<file path="src/rtl/axi_burst_sequencer_pkg.sv">
// Shared encodings for the AXI burst sequencer: FSM states, status codes,
// AXI burst/response codes and the 4 KB boundary size.
package axi_seq_defines;

  typedef enum logic [2:0] {
    ST_IDLE,
    ST_CALC,
    ST_ISSUE,
    ST_WAIT,
    ST_DONE
  } seq_state_e;

  localparam logic [1:0] STAT_OK      = 2'b00;
  localparam logic [1:0] STAT_SLVERR  = 2'b01;
  localparam logic [1:0] STAT_DECERR  = 2'b10;
  localparam logic [1:0] STAT_TIMEOUT = 2'b11;

  localparam logic [1:0] BURST_FIXED = 2'b00;
  localparam logic [1:0] BURST_INCR  = 2'b01;

  localparam logic [1:0] RESP_OKAY   = 2'b00;
  localparam logic [1:0] RESP_EXOKAY = 2'b01;
  localparam logic [1:0] RESP_SLVERR = 2'b10;
  localparam logic [1:0] RESP_DECERR = 2'b11;

  localparam int unsigned BOUNDARY_BYTES = 4096;

endpackage

</file>
<file path="src/rtl/axi_seq_len_calc.sv">
// Burst length for the next burst: min(remaining, MAX_BURST, beats left
// before the next 4 KB boundary); the boundary limit applies only to INCR.
module axi_seq_len_calc
  import axi_seq_defines::*;
#(
  parameter int DATA_WIDTH = 32,
  parameter int MAX_BURST  = 16
) (
  input  logic [11:0] addr_i,
  input  logic [31:0] remaining_i,
  input  logic        auto_inc_i,
  output logic [4:0]  len_beats_o
);

  localparam int BPB_LOG2 = $clog2(DATA_WIDTH / 8);

  logic [12:0] room_bytes;
  logic [12:0] room_beats;
  logic [31:0] cap;

  always_comb begin
    room_bytes = 13'(BOUNDARY_BYTES) - {1'b0, addr_i};
    room_beats = room_bytes >> BPB_LOG2;
    cap        = 32'(MAX_BURST);
    if (auto_inc_i && (32'(room_beats) < cap)) cap = 32'(room_beats);
    len_beats_o = (remaining_i < cap) ? 5'(remaining_i) : 5'(cap);
  end

endmodule

</file>
<file path="src/rtl/axi_burst_sequencer.sv">
// Splits one host transfer into AXI bursts (<= MAX_BURST beats, no 4 KB
// crossing) and tracks completion. Optional per-burst abort: AXI_BURST_SEQ_TIMEOUT_EN.
module axi_burst_sequencer
  import axi_seq_defines::*;
#(
  parameter int          ADDR_WIDTH      = 32,
  parameter int          DATA_WIDTH      = 32,
  parameter int          MAX_BURST       = 16,
  parameter logic [31:0] DEFAULT_TIMEOUT = 32'd100000000
) (
  input  logic                  clk,
  input  logic                  rst,
  input  logic                  i_cmd_stb,
  output logic                  o_cmd_rdy,
  input  logic                  i_cmd_write,
  input  logic [ADDR_WIDTH-1:0] i_cmd_addr,
  input  logic [31:0]           i_cmd_count,
  input  logic                  i_cmd_auto_inc,
  input  logic [31:0]           i_timeout,
  output logic                  o_burst_valid,
  input  logic                  i_burst_ready,
  output logic                  o_burst_write,
  output logic [ADDR_WIDTH-1:0] o_burst_addr,
  output logic [3:0]            o_burst_len,
  output logic [1:0]            o_burst_type,
  input  logic                  i_burst_done,
  input  logic [1:0]            i_burst_resp,
  output logic                  o_busy,
  output logic                  o_done_stb,
  output logic [1:0]            o_status,
  output logic [31:0]           o_beats_done
);

  localparam int BPB_LOG2 = $clog2(DATA_WIDTH / 8);

  seq_state_e            state_q, state_d;
  logic [ADDR_WIDTH-1:0] addr_q, addr_d;
  logic [31:0]           rem_q, rem_d;
  logic [3:0]            blen_q, blen_d;
  logic                  write_q, write_d;
  logic                  inc_q, inc_d;
  logic [1:0]            status_q, status_d;
  logic [31:0]           beats_q, beats_d;
  logic [4:0]            calc_len;
  logic [4:0]            cur_beats;

  axi_seq_len_calc #(.DATA_WIDTH(DATA_WIDTH), .MAX_BURST(MAX_BURST)) u_len (
    .addr_i      (addr_q[11:0]),
    .remaining_i (rem_q),
    .auto_inc_i  (inc_q),
    .len_beats_o (calc_len)
  );

  assign cur_beats = {1'b0, blen_q} + 5'd1;

`ifdef AXI_BURST_SEQ_TIMEOUT_EN
  logic [31:0] tmo_load_q, tmo_load_d;
  logic [31:0] tmo_q, tmo_d;
`else
  logic unused_tmo;
  assign unused_tmo = ^{i_timeout, DEFAULT_TIMEOUT};
`endif

  always_comb begin
    state_d  = state_q;
    addr_d   = addr_q;
    rem_d    = rem_q;
    blen_d   = blen_q;
    write_d  = write_q;
    inc_d    = inc_q;
    status_d = status_q;
    beats_d  = beats_q;
`ifdef AXI_BURST_SEQ_TIMEOUT_EN
    tmo_load_d = tmo_load_q;
    tmo_d      = tmo_q;
`endif
    case (state_q)
      ST_IDLE: if (i_cmd_stb) begin
        addr_d   = i_cmd_addr;
        rem_d    = i_cmd_count;
        write_d  = i_cmd_write;
        inc_d    = i_cmd_auto_inc;
        status_d = STAT_OK;
        beats_d  = '0;
`ifdef AXI_BURST_SEQ_TIMEOUT_EN
        tmo_load_d = (i_timeout == '0) ? DEFAULT_TIMEOUT : i_timeout;
`endif
        state_d  = ST_CALC;
      end
      // A zero-length request passes through CALC so done keeps the same latency
      ST_CALC: if (rem_q == '0) begin
        state_d = ST_DONE;
      end else begin
        blen_d  = 4'(calc_len - 5'd1);
        state_d = ST_ISSUE;
`ifdef AXI_BURST_SEQ_TIMEOUT_EN
        tmo_d   = tmo_load_q;
`endif
      end
      ST_ISSUE: if (i_burst_ready) begin
        state_d = ST_WAIT;
`ifdef AXI_BURST_SEQ_TIMEOUT_EN
        tmo_d   = tmo_load_q;
      end else if (tmo_q <= 32'd1) begin
        status_d = STAT_TIMEOUT;
        state_d  = ST_DONE;
      end else begin
        tmo_d = tmo_q - 32'd1;
`endif
      end
      ST_WAIT: if (i_burst_done) begin
        if (i_burst_resp[1]) begin
          status_d = (i_burst_resp == RESP_SLVERR) ? STAT_SLVERR : STAT_DECERR;
          state_d  = ST_DONE;
        end else begin
          rem_d   = rem_q - 32'(cur_beats);
          beats_d = beats_q + 32'(cur_beats);
          if (inc_q) addr_d = addr_q + (ADDR_WIDTH'(cur_beats) << BPB_LOG2);
          state_d = (rem_q == 32'(cur_beats)) ? ST_DONE : ST_CALC;
        end
`ifdef AXI_BURST_SEQ_TIMEOUT_EN
      end else if (tmo_q <= 32'd1) begin
        status_d = STAT_TIMEOUT;
        state_d  = ST_DONE;
      end else begin
        tmo_d = tmo_q - 32'd1;
`endif
      end
      ST_DONE: state_d = ST_IDLE;
      default: state_d = ST_IDLE;
    endcase
  end

  always_ff @(posedge clk) begin
    if (rst) begin
      state_q  <= ST_IDLE;
      addr_q   <= '0;
      rem_q    <= '0;
      blen_q   <= '0;
      write_q  <= 1'b0;
      inc_q    <= 1'b1;
      status_q <= STAT_OK;
      beats_q  <= '0;
`ifdef AXI_BURST_SEQ_TIMEOUT_EN
      tmo_load_q <= '0;
      tmo_q      <= '0;
`endif
    end else begin
      state_q  <= state_d;
      addr_q   <= addr_d;
      rem_q    <= rem_d;
      blen_q   <= blen_d;
      write_q  <= write_d;
      inc_q    <= inc_d;
      status_q <= status_d;
      beats_q  <= beats_d;
`ifdef AXI_BURST_SEQ_TIMEOUT_EN
      tmo_load_q <= tmo_load_d;
      tmo_q      <= tmo_d;
`endif
    end
  end

  assign o_cmd_rdy     = (state_q == ST_IDLE);
  assign o_busy        = (state_q != ST_IDLE);
  assign o_burst_valid = (state_q == ST_ISSUE);
  assign o_done_stb    = (state_q == ST_DONE);
  assign o_burst_addr  = addr_q;
  assign o_burst_len   = blen_q;
  assign o_burst_type  = inc_q ? BURST_INCR : BURST_FIXED;
  assign o_burst_write = write_q;
  assign o_status      = status_q;
  assign o_beats_done  = beats_q;

endmodule

</file>
<file path="config.mk">
export PLATFORM = sky130hd
export DESIGN_NAME = axi_burst_sequencer
export DESIGN_NICKNAME = d
export VERILOG_FILES = /design/src/rtl/axi_burst_sequencer_pkg.sv /design/src/rtl/axi_seq_len_calc.sv /design/src/rtl/axi_burst_sequencer.sv
export SDC_FILE = /design/constraint.sdc
export NUM_CORES = 1
export LEC_CHECK = 0
export ABC_AREA = 1
export BUFFER_PORTS_ARGS = -buffer_cell sky130_fd_sc_hd__buf_2
export CELL_PAD_IN_SITES_DETAIL_PLACEMENT = 2
export CELL_PAD_IN_SITES_GLOBAL_PLACEMENT = 2
export CORE_ASPECT_RATIO = 1.4
export CORE_UTILIZATION = 28
export DETAILED_ROUTE_END_ITERATION = 6
export GPL_TIMING_DRIVEN = 0
export PLACE_DENSITY = 0.9
export SLEW_MARGIN = 0
export SYNTH_ARGS = -nofsm -noshare
export SYNTH_HDL_FRONTEND = slang
export SYNTH_HIERARCHICAL = 1
export SYNTH_SLANG_ARGS = --single-unit
</file>
<file path="constraint.sdc">
create_clock -name clk -period 3.2 [get_ports clk]
set_input_delay 0 -clock clk [delete_from_list [all_inputs] [get_ports clk]]
set_output_delay 0 -clock clk [all_outputs]
set_load 0.005 [all_outputs]
</file>
==> results by group <==
Run status
  • Status: complete, but fails checks
  • Violations in the final reports: hold timing, setup timing

Critical path
  • Worst Path Class, Setup: flop to flop
  • Path depth of the worst reg2reg path: 23
  • Data required time of the critical path: 3470 ps
  • Worst Path Max Fanout: 6
  • Critical Path Sink: o_burst_len[2]
  • Setup crit start: o_burst_addr[1]
  • Setup slack, reg-to-reg: -220 ps
  • Worst reg2reg endpoint: o_burst_len[2]
  • Arrival time of the worst setup path: 3700 ps
  • Crit end category: flop
  • Reg-to-reg critical path startpoint: o_burst_addr[1]
  • Worst setup SP type: flop

Timing
  • Tightest hold margin: -2.492 ps
  • Worst Skew: 16.72 ps
  • Portion of the clock cycle consumed by the worst path in the final layout: 1.070
  • Max-slew violation count: 0
  • Number of hold violations in the final report: 1
  • Worst-margin pin slew: 1123 ps
  • Relative max-transition margin: 0.2512
  • Accumulated negative setup slack: -631.2 ps
  • Highest clock rate: 292.0 MHz
  • Worst setup margin: -224.5 ps
  • Time the final worst path needs with I/O delays and setup: 3424 ps
  • Final number of setup-violating endpoints: 6

Clock tree
  • Clk Latency, worst-skew pair: 400 ps
  • Buffer type at the clock tree root: clkbuf_16
  • # H-tree levels: 3
  • Clock Tree Buf Depth: 2
  • Clock transition at the registers of the reported paths: 90 ps
  • TritonCTS buffer count: 9
  • TritonCTS clock tree: done
  • CTS sink count: 107

Min path
  • Type of the tightest min-delay check: input port to flop
  • Worst hold path cell count: 5

Pwr
  • Sum of internal, switching and leakage power: 8153 uW
  • Leak Pwr: 0.004639 uW
  • Power density over the cells: 784.5 nW/um^2
  • Worst IR Drop VDD: 0.0002928 V

Synth
  • Yosys warning total: 6
  • Netlist Area Pre-Place: 8399 sq um
  • Cell count after synthesis: 1424
  • Avg Cell Area, Syn: 5.898 sq um

Global routing
  • Global router's overall resource usage: 0.2845
  • Vias in the first global route: 11862
  • First-pass GRT wire length: 65990 um
  • Total congestion overflow after global routing: 0
  • Maximum number of pins on one net before global-route repair: 16
  • Antenna violations before repair: 1

Placed design
  • Routability congestion estimate from global placement: 0.9357
  • I/O Buffers: 147
  • HPWL reported at the end of detailed placement: 32740 um

Final layout
  • Layout filler cell count: 3695
  • Final net count: 1758
  • Proportion of layout cells with a drive suffix above 1: 0.1726
  • Layout area overhead: 23.73%

Floorplan
  • Row Count: 74
  • Horiz. Die Dim: 148.4 um
  • Chip Height: 206.9 um
  • Die Area: 30700 sq um
  • IO Count: 182
  • Core region area: 29350 sq um
  • Starting density of the core: 0.2862

Run
  • Max-cap violations: 0

Detailed routing
  • Router iterations before antenna repair: 5
  • Total number of vias: 11151
  • Per-cell routed wire length: 23.77 um
  • Post-detailed-route via-to-cell ratio: 5.545
  • Detailed router's first-iteration violation count: 478
  • WL final: 47810 um
  • Post-detailed-route DRC marker count: 0
  • Post-detailed-route count of antenna-violating nets: 0
==> final cells by class <==
cell class	count	area (sq um)	share of cell area
sequential	107	2161	0.2079
clock buffer	15	267.8	0.02576
multi-input combinational	1134	5605	0.5394
antenna	3	7.507	0.0007224
inverter	144	543.0	0.05225
timing repair buffer	183	1071	0.1031
clock inverter	1	7.507	0.0007224
buffer	44	254.0	0.02444
tap	380	475.5	0.04575
==> routing by layer <==
metal  part of all wire  wire [um]  vias to the layer above  track usage
met4              0.075       3573                        2       0.1808
met3              0.048       2297                      193      0.03648
met5            0.00017          8                        -            0
met1               0.36      17130                     5507       0.2832
li1                   -          -                     5035            -
met2               0.52      24800                      414       0.5523
==> critical path, cell delays in order (launching register included) <==
cell and delay (ps):
dfxtp_4 370, nor2_4 240, nand2_4 120, nor2_8 120, nand2_2 70, nand2_1 90
nand3_2 100, nor2_4 310, nand2_2 160, ha_4 310, nand2_1 90, inv_2 70
nand2_1 60, nand2_1 110, nand2_1 90, nand2_2 90, nand2_4 80, nand2_4 120
nand2_1 80, nand2_2 90, inv_1 70, ha_2 200, xnor2_2 180, a21oi_1 90
==> worst min-delay path by stage <==
stage                                  end       startpoint  slack, ps
final                     o_burst_addr[25]   i_cmd_addr[25]         -2
after global routing             rem_q[28]  i_cmd_count[28]         30
after CTS                        rem_q[10]  i_cmd_count[10]          4
after detailed placement             inc_q   i_cmd_auto_inc        230
after global placement               inc_q   i_cmd_auto_inc        220
after floorplan                      inc_q   i_cmd_auto_inc        130
==> power breakdown <==
part / total (uW) / internal (uW) / switching [uW]
Combinational: 4800 / 1470 / 3330
Sequential: 2160 / 1620 / 538
Clock: 1190 / 576 / 618
==> cell usage in the layout, fill, tap and decap left out, types with 3 or more instances in the layout <==
cell type,instances
inv_1,135
nand3_1,101
a31oi_1,8
nand3_4,4
inv_2,8
xor2_1,5
dfxtp_2,9
dfxtp_1,96
dlygate4sd3_1,26
fa_1,3
nand4_1,29
nor2_2,6
nand3_2,5
or2_2,5
nor2_4,6
o21ai_1,8
clkbuf_16,9
a21oi_2,4
clkbuf_1,18
ha_1,23
o211ai_1,4
nor3_1,15
nand2_2,12
buf_6,6
buf_2,163
nor4_1,6
ha_4,3
a21oi_1,110
a211oi_2,3
nor2_1,232
nand2_1,406
conb_1,7
nand3b_1,14
buf_4,16
o21ai_0,78
diode_2,3
nand2_4,6
xnor2_1,4
==> flip-flops by register name, indices dropped and copies added (netlist names) <==
| signal | count |
|---|---|
| rem_q | 32 |
| o_status | 2 |
| o_burst_len | 4 |
| o_burst_write | 1 |
| inc_q | 1 |
| state_q | 3 |
| o_beats_done | 32 |
| o_burst_addr | 32 |
==> per-stage QoR <==
step,std cells,utilization,area (sq um),setup WS [ps]
6_report,2011,0.3541,10390,-224.5
5_1_grt,2008,0.3538,10390,-310.2
4_1_cts,1998,0.3464,10170,1.747
3_5_place_dp,1956,0.3281,9629,7.924
3_3_place_gp,1956,0.3281,9629,270.5
2_1_floorplan,1429,-,8418,613.2
==> repair_timing <==
item,4_1_cts,5_1_grt
setup buffers,0,10
resized for setup,3,35
hold endpoints to repair,25,0
endpoints found under the setup margin,1,4
hold buffers,26,0
gates cloned,0,0
pin swaps,0,17
(Power assumes the default switching activity.)
